`src/rtl/elevator_pkg.sv`:
```
// Shared types, default parameters and call-search helpers for the elevator controller.
package elevator_pkg;

  typedef enum logic [1:0] {
    IDLE = 2'd0,
    MOVE = 2'd1,
    OPEN = 2'd2
  } state_e;

  localparam int DEF_FLOORS       = 3;
  localparam int DEF_MAX_PEOPLE   = 5;
  localparam int DEF_CNT_W        = 4;
  localparam int DEF_DOOR_TICKS   = 3;
  localparam int DEF_TRAVEL_TICKS = 2;
  localparam int MAX_FLOORS       = 16;

  // True when any pending call lies strictly above floor flr.
  function automatic logic any_above(input logic [MAX_FLOORS-1:0] pend,
                                     input logic [3:0]            flr);
    logic found;
    found = 1'b0;
    for (int unsigned i = 0; i < MAX_FLOORS; i++) begin
      if (i > 32'(flr) && pend[i]) found = 1'b1;
    end
    return found;
  endfunction

  // True when any pending call lies strictly below floor flr.
  function automatic logic any_below(input logic [MAX_FLOORS-1:0] pend,
                                     input logic [3:0]            flr);
    logic found;
    found = 1'b0;
    for (int unsigned i = 0; i < MAX_FLOORS; i++) begin
      if (i < 32'(flr) && pend[i]) found = 1'b1;
    end
    return found;
  endfunction

endpackage

```
`src/rtl/occupancy_counter.sv`:
```
// Saturating cabin occupancy counter with an overload flag.
module occupancy_counter #(
  parameter int CNT_W      = 4,
  parameter int MAX_PEOPLE = 5
) (
  input  logic             clk,
  input  logic             reset,
  input  logic             en,
  input  logic             inc,
  input  logic             dec,
  output logic [CNT_W-1:0] count,
  output logic             alarm
);

  logic [CNT_W-1:0] count_q, count_d;

  // Next count: single-direction pulses only, clamped at both ends.
  always_comb begin
    count_d = count_q;
    if (en && inc && !dec && count_q != '1) begin
      count_d = count_q + CNT_W'(1);
    end else if (en && dec && !inc && count_q != '0) begin
      count_d = count_q - CNT_W'(1);
    end
  end

  // Count register.
  always_ff @(posedge clk) begin
    if (reset) count_q <= '0;
    else       count_q <= count_d;
  end

  assign count = count_q;
  assign alarm = 32'(count_q) > MAX_PEOPLE;

endmodule

```
`src/rtl/elevator_ctrl_n.sv`:
```
// N-floor elevator controller: call latching, SCAN scheduling, tick-timed travel and door.
module elevator_ctrl_n
  import elevator_pkg::*;
#(
  parameter int FLOORS       = DEF_FLOORS,
  parameter int MAX_PEOPLE   = DEF_MAX_PEOPLE,
  parameter int CNT_W        = DEF_CNT_W,
  parameter int DOOR_TICKS   = DEF_DOOR_TICKS,
  parameter int TRAVEL_TICKS = DEF_TRAVEL_TICKS,
  parameter int FLOOR_W      = $clog2(FLOORS)
) (
  input  logic               clk,
  input  logic               reset,
  input  logic               tick,
  input  logic [FLOORS-1:0]  call_ext,
  input  logic [FLOORS-1:0]  call_int,
  input  logic               person_in,
  input  logic               person_out,
  output logic [FLOOR_W-1:0] floor,
  output logic               dir_up,
  output logic               moving,
  output logic               door_open,
  output logic [CNT_W-1:0]   count,
  output logic               alarm,
  output logic [FLOORS-1:0]  pending
);

  localparam int DOOR_W = $clog2(DOOR_TICKS + 1);
  localparam int TRAV_W = $clog2(TRAVEL_TICKS + 1);
  localparam logic [FLOOR_W-1:0] TOP_FLOOR = FLOOR_W'(FLOORS - 1);
  localparam logic [DOOR_W-1:0]  DOOR_LOAD = DOOR_W'(DOOR_TICKS);
  localparam logic [TRAV_W-1:0]  TRAV_LAST = TRAV_W'(TRAVEL_TICKS - 1);

  state_e              state_q, state_d;
  logic [FLOOR_W-1:0]  floor_q, floor_d, floor_step;
  logic                dir_q, dir_d;
  logic [FLOORS-1:0]   pending_q, pending_d, calls;
  logic [DOOR_W-1:0]   door_q, door_d;
  logic [TRAV_W-1:0]   travel_q, travel_d;
  logic [MAX_FLOORS-1:0] pend_wide;
  logic [3:0]          here_w, step_w;
  logic                call_here;
  logic                ahead_here, behind_here, ahead_step;

  occupancy_counter #(
    .CNT_W      (CNT_W),
    .MAX_PEOPLE (MAX_PEOPLE)
  ) u_occupancy (
    .clk   (clk),
    .reset (reset),
    .en    (state_q == OPEN),
    .inc   (person_in),
    .dec   (person_out),
    .count (count),
    .alarm (alarm)
  );

  // Next-state, call latching, travel and door timers.
  always_comb begin
    state_d  = state_q;
    floor_d  = floor_q;
    dir_d    = dir_q;
    door_d   = door_q;
    travel_d = travel_q;

    // A call at the floor whose door is already open only extends the door time.
    calls     = call_ext | call_int;
    call_here = 1'b0;
    if (state_q == OPEN) begin
      call_here      = calls[floor_q];
      calls[floor_q] = 1'b0;
    end
    pending_d = pending_q | calls;

    pend_wide              = '0;
    pend_wide[FLOORS-1:0]  = pending_q;
    here_w                 = 4'(floor_q);

    floor_step = floor_q;
    if (dir_q && floor_q != TOP_FLOOR) begin
      floor_step = floor_q + FLOOR_W'(1);
    end else if (!dir_q && floor_q != '0) begin
      floor_step = floor_q - FLOOR_W'(1);
    end
    step_w = 4'(floor_step);

    ahead_here  = dir_q ? any_above(pend_wide, here_w) : any_below(pend_wide, here_w);
    behind_here = dir_q ? any_below(pend_wide, here_w) : any_above(pend_wide, here_w);
    ahead_step  = dir_q ? any_above(pend_wide, step_w) : any_below(pend_wide, step_w);

    unique case (state_q)
      IDLE: begin
        if (pending_q[floor_q]) begin
          state_d = OPEN;
        end else if (ahead_here) begin
          state_d = MOVE;
        end else if (behind_here) begin
          dir_d   = ~dir_q;
          state_d = MOVE;
        end
      end
      MOVE: begin
        if (tick) begin
          if (travel_q == TRAV_LAST) begin
            travel_d = '0;
            floor_d  = floor_step;
            if (pending_q[floor_step]) state_d = OPEN;
            else if (!ahead_step)      state_d = IDLE;
          end else begin
            travel_d = travel_q + TRAV_W'(1);
          end
        end
      end
      OPEN: begin
        if (person_in || person_out || call_here) begin
          door_d = DOOR_LOAD;
        end else if (door_q == '0) begin
          if (alarm) door_d  = DOOR_LOAD;
          else       state_d = IDLE;
        end else if (tick) begin
          door_d = door_q - DOOR_W'(1);
        end
      end
      default: state_d = IDLE;
    endcase

    // Entering OPEN serves the floor: its call is dropped and the door timer armed.
    if (state_d == OPEN && state_q != OPEN) begin
      pending_d[floor_d] = 1'b0;
      door_d             = DOOR_LOAD;
    end
  end

  // State and datapath registers.
  always_ff @(posedge clk) begin
    if (reset) begin
      state_q   <= IDLE;
      floor_q   <= '0;
      dir_q     <= 1'b1;
      pending_q <= '0;
      door_q    <= '0;
      travel_q  <= '0;
    end else begin
      state_q   <= state_d;
      floor_q   <= floor_d;
      dir_q     <= dir_d;
      pending_q <= pending_d;
      door_q    <= door_d;
      travel_q  <= travel_d;
    end
  end

  assign floor     = floor_q;
  assign dir_up    = dir_q;
  assign moving    = (state_q == MOVE);
  assign door_open = (state_q == OPEN);
  assign pending   = pending_q;

endmodule
```
`config.mk`:
```
export PLATFORM = sky130hd
export DESIGN_NAME = elevator_ctrl_n
export DESIGN_NICKNAME = d
export VERILOG_FILES = /design/src/rtl/elevator_pkg.sv /design/src/rtl/occupancy_counter.sv /design/src/rtl/elevator_ctrl_n.sv
export SDC_FILE = /design/constraint.sdc
export NUM_CORES = 1
export LEC_CHECK = 0
export ABC_CLOCK_PERIOD_IN_PS = 5400
export CORE_MARGIN = 5
export CORE_UTILIZATION = 40
export CTS_CLUSTER_SIZE = 28
export DETAILED_ROUTE_END_ITERATION = 8
export SLEW_MARGIN = 30
export SYNTH_ARGS = -nofsm -noshare
export SYNTH_HDL_FRONTEND = slang
export SYNTH_SLANG_ARGS = --single-unit
```
`constraint.sdc`:
```
create_clock -name clk -period 5.4 [get_ports clk]
set_input_delay 0.54 -clock clk [delete_from_list [all_inputs] [get_ports clk]]
set_output_delay 0.54 -clock clk [all_outputs]
set_load 0.02 [all_outputs]
```
=== Word-level counts from Yosys, hierarchy flattened ===
Cells that the tools add are included.

* $add $sub $neg: 6
* $lt $le $gt $ge: 16
* Eq/ne operators: 8
* Multiplexer cells: 51
* Bitwise gates (word level): 9
* Reductions and logical operators: 36

{| class="wikitable"
|+ Operator list
! operator !! number
|-
| 2-to-1 mux 2 bit || 22
|-
| logical AND 1 bit || 21
|-
| 2-to-1 mux 1 bit || 19
|-
| < comparator 2 x 3 -> 1 bit (second input constant) || 3
|-
| < comparator 1 x 2 -> 1 bit (first input constant) || 4
|-
| 2-to-1 mux 4 bit || 2
|-
| nonzero test 4 bit || 2
|-
| bitwise AND 3 bit || 2
|-
| binary-select mux 1 bit (select 2 bit) || 3
|-
| 2-to-1 mux 3 bit || 2
|-
| inverter 3 bit || 2
|-
| bitwise OR 3 bit || 2
|-
| one-hot mux 2 bit (3 select lines) || 1
|-
| nonzero test 2 bit || 3
|-
| adder 2 x 1 -> 2 bit (second input constant) || 2
|-
| adder 4 x 1 -> 4 bit (second input constant) || 1
|-
| demux 1 bit (select 2 bit) || 2
|-
| equality test 2 x 1 -> 1 bit (second input constant) || 2
|-
| equality test 2 bit (second input constant) || 2
|-
| greater-or-equal comparator 2 x 1 -> 1 bit (second input constant) || 2
|-
| greater-than comparator 1 x 2 -> 1 bit (first input constant) || 2
|-
| greater-than comparator 2 bit (first input constant) || 2
|-
| greater-than comparator 4 x 3 -> 1 bit (second input constant) || 1
|-
| logical NOT 2 bit || 2
|-
| other kinds (12) || 20
|}

* Register bits: 16
* Input bits: 11
* Output and inout bits: 13

=== Longest topological paths before layout ===
* Depth after elaboration: 19
* Gate-level depth with buffers: 10

=== Hierarchy ===
A second synthesis with hierarchy kept.

* Cell total of the unflattened synthesis: 167
* Area, all modules: 1,370.1 µm²

{| class="wikitable"
|+ Modules (own cells, without submodules)
! module !! instances !! cells an instance !! area each (µm²)
|-
| elevator_ctrl_n || 1 || 133 || 1,059.8
|-
| occupancy_counter || 1 || 34 || 310.3
|}

=== Worst setup path before layout ===
No wires, ideal clock.

* Kind: reg2reg
* Start: register floor_q[0] (netlist: floor[0])
* End: register pending_q[2] (netlist: pending[2])
* Library setup time: 0.120 ns
* Arrival time: 2.263 ns
* Slack: 3.017 ns
* Stages on the path, launching flop included: 10
* Path buffers: 1
* Period minus slack after synthesis: 2.383 ns
* Path through: dfxtp_1 > clkbuf_1 > inv_1 > ha_1 > nor2b_1 > nor3b_4 > a21oi_2 > mux2i_1 > o211a_1 > o31a_1

* Longest elaborated chain between the ends: 18
* Elaborated cells between the ends (all ways): 80
* Those cells by class: add/sub: 2; order compare: 14; eq/ne: 2; mux: 40; bitwise: 5; reduce/logical: 17

{| class="wikitable"
|+ Ends and longest elaborated chain
! item !! line !! source
|-
| start: declaration || elevator_ctrl_n.sv:35 || <nowiki>logic [FLOOR_W-1:0] floor_q, floor_d, floor_step;</nowiki>
|-
| start signal: assignment || elevator_ctrl_n.sv:145 || <nowiki>floor_q <= floor_d;</nowiki>
|-
| parallel branches: the longest is 17 deep, another holds subtractor 2 x 1 -> 2 bit || - ||
|-
| 2-to-1 mux 3 bit * || elevator_ctrl_n.sv:128 || <nowiki>if (state_d == OPEN && state_q != OPEN) begin</nowiki>
|-
| end signal: assignment || elevator_ctrl_n.sv:147 || <nowiki>pending_q <= pending_d;</nowiki>
|-
| end: declaration || elevator_ctrl_n.sv:37 || <nowiki>logic [FLOORS-1:0] pending_q, pending_d, calls;</nowiki>
|}

Every way passes the cells marked *. The select of a mux whose other input is x is not followed.
A chain may end at the register's enable or synchronous reset.

=== Final worst setup path ===
* Start: register floor_q[1] (netlist: floor[1])
* End: register pending_q[2] (netlist: pending[2])

Same word-level chain as after synthesis.

==> flow_summary.json <==
{
  "postCtsSetupBuffers": 0,
  "worst_slew_pin_slew_ns": 0.6174,
  "finalNonFillerCells": 205,
  "run_status": "finished clean",
  "synth_top_cells_by_area": "dfxtp_1 (26%), ha_1 (8.2%), nor2_1 (7.1%)",
  "min_period_ns": 2.447,
  "dpl.cell_count": 202,
  "crit_family": "compound AO/OA/AOI/OAI gates",
  "dieArea_um2": 4258,
  "cap_violations": 0,
  "cp_slowest_cell": "dfxtp_1",
  "grt_pass1_wl_um": 4781,
  "drtIter0Drc": 57,
  "max_freq_mhz": 408.6,
  "finalNetCount": 194,
  "die_h_um": 65.26,
  "stdcell_area_um2": 1475,
  "grt_setup_unrepaired": "false",
  "cts_resized": 0,
  "coreArea_um2": 2978,
  "leakagePower_uw": 0.0005554,
  "dp_hpwl_um": 2268,
  "path_cells": "inv_1, ha_1, nor2b_1, nor3b_4, a21oi_2, mux2i_1, o211a_1, o31a_1",
  "setup.worst_path.end_class": "flip-flop",
  "p_total_uw": 360.9,
  "slew_headroom": 0.5871,
  "netlist_area_um2": 1221,
  "grt_max_degree": 17,
  "worstSetupPathType": "reg -> reg",
  "wl_per_cell_um": 13.94,
  "grt_usage": 0.1407,
  "ys_types": 46,
  "p_per_area_nw_per_um2": 244.6,
  "slew_viol_final": 0,
  "insertion_delay_ns": 0.28,
  "drc": 0,
  "place_congestion": 0.9641,
  "fin_skew_ns": 0.002057,
  "drt-total-wl_um": 2858,
  "avgSynthCellArea_um2": 8.034,
  "fillers": 286,
  "grt_pass1_vias": 1064,
  "hold_path.class": "reg -> reg",
  "fin_crit_sh": 0.4532,
  "rows": 20,
  "die_w_um": 65.26,
  "finalSetupTns_ns": 0,
  "vias_per_cell": 5.532,
  "numCtsBuffers": 3,
  "final-hold-violation-count": 0,
  "ys_ff_latch": 16,
  "clockRootBuffer": "clkbuf_4",
  "yosysWarnings": 0,
  "ir_drop_v": 0.0001444,
  "syn_nets": 172,
  "cpPeakStageDelay_ns": 0.60,
  "drive_gt1_frac": 0.06977,
  "cts_hold_buf": 0,
  "yosysTopAreaCell": "dfxtp_1",
  "num_io_pins": 24,
  "clock-sinks": 16,
  "drtAntennaViolNets": 0,
  "crit_fanout": 13,
  "antenna_found_initial": 0,
  "crit_arrival_ns": 2.63,
  "finalSetupViolations": 0,
  "drtPass1Iterations": 4,
  "crit_path_start_kind": "flip-flop",
  "synth_top_area_share": 0.2623,
  "io_buffers": 23,
  "gr-total-overflow": 0,
  "initial_core_util": 0.4101,
  "synth_cells": 152,
  "placed_cell_area_um2": 1453,
  "yosysSeqAreaShare": 0.2623,
  "cts_max_level": 1,
  "critPathRequiredTime_ns": 5.58,
  "area_growth_pct": 20.80,
  "clkSlewWorstSetupHoldPaths_ns": 0.09,
  "diodes": 0,
  "cts.path.max_buffers": 2,
  "cts_tree": "yes",
  "vias": 1134,
  "crit_buf_inv": 1
}
[worst reg2reg max path: cells and delay by family (launching register included)]
family	cells	cell delay (ns)
AO/OA/AOI/OAI	3	0.72
adder cells (fa/ha/maj)	1	0.34
buffers and inverters	1	0.19
flip-flops	1	0.60
multiplexers	1	0.11
AND/OR/NAND/NOR	2	0.38
[registers in the layout, summed over array words and instances (netlist names)]
name               cells
state_q                2
pending                3
u_occupancy.count      4
dir_up                 1
travel_q               2
floor                  2
door_q                 2
[routing by layer]
metal,GRT usage,up-vias,share of wire
li1,-,577,-
met1,0.1794,517,0.45
met2,0.2301,34,0.48
met3,0.02393,6,0.051
met4,0.06477,0,0.017
met5,0,-,0
[layout by cell type, fill, tap and decap left out, types with 2 or more instances in the layout]
cell type,count
xor2_1,2
a211oi_1,3
nand3_1,2
o21ai_1,3
nor2b_1,2
clkdlybuf4s50_1,23
dfxtp_1,16
xnor2_1,3
nand4b_1,2
a311oi_1,2
nand2b_1,3
a21oi_1,14
nand4_1,2
clkbuf_4,3
inv_1,12
mux2i_1,4
nand2_1,11
o21ai_0,5
nand3b_1,4
o22ai_1,2
nor2_1,23
ha_1,8
[cell type report]
class                           instances  area [um^2]  area share
Timing Repair Buffer                   23        230.2      0.1561
Clock buffer                            3        22.52     0.01527
Inverter                               13        48.80     0.03308
Tap cell                               33        41.29     0.02799
Multi-Input combinational cell        117        812.0      0.5505
Sequential cell                        16        320.3      0.2171
[path summary, 6_finish.rpt]
check                                  from           to  slack [ns]  cells past startpoint
worst max-delay path               floor[1]   pending[2]        2.95                      8
worst min-delay path            travel_q[1]  travel_q[1]        0.43                      2
worst max register to register     floor[1]   pending[2]        2.95                      8
worst min register to register  travel_q[1]  travel_q[1]        0.43                      2
[power breakdown]
part,switching (uW),internal (uW)
logic,78.3,69.0
registers,19.2,133
clock network,35.8,25.9
total,133,228
[synthesized netlist by cell type, drive strengths merged]
cell type / number
nand3: 2
o221ai: 1
nand4: 2
buf: 4
mux2i: 5
clkbuf: 2
or4: 1
ha: 8
o21ai: 8
a32oi: 1
o211ai: 1
xor2: 2
a2111oi: 1
a21oi: 15
a211o: 1
a211oi: 4
fa: 1
nand2: 11
a21o: 1
o22ai: 2
o31a: 1
nand4b: 2
o21bai: 1
xnor2: 4
nand2b: 4
nand3b: 4
nor3b: 2
a311oi: 2
nor2b: 2
dfxtp: 16
o211a: 1
a32o: 1
nor2: 23
o2111ai: 1
nor3: 1
inv: 13
nor4: 1
[cells by family after synthesis]
logic type                 share of synthesized area
muxes                                        0.04406
AOI/OAI and AO/OA                             0.2336
DFF                                           0.2623
adders and majority gates                    0.09836
buffers and inverters                        0.07274
and+or+nand+nor                               0.2398
xor gates and xnor gates                     0.04919
[per-stage QoR]
step	hold slack [ns]	setup slack, ns	utilization
5_1_grt	0.4791	2.778	0.4954
3_5_place_dp	0.4188	2.824	0.4878
6_report	0.4308	2.953	0.4954
2_1_floorplan	0.4030	3.017	-
4_1_cts	0.4317	2.958	0.4954
3_3_place_gp	0.4169	2.865	0.4878
Power figures use the tool's default switching activity.
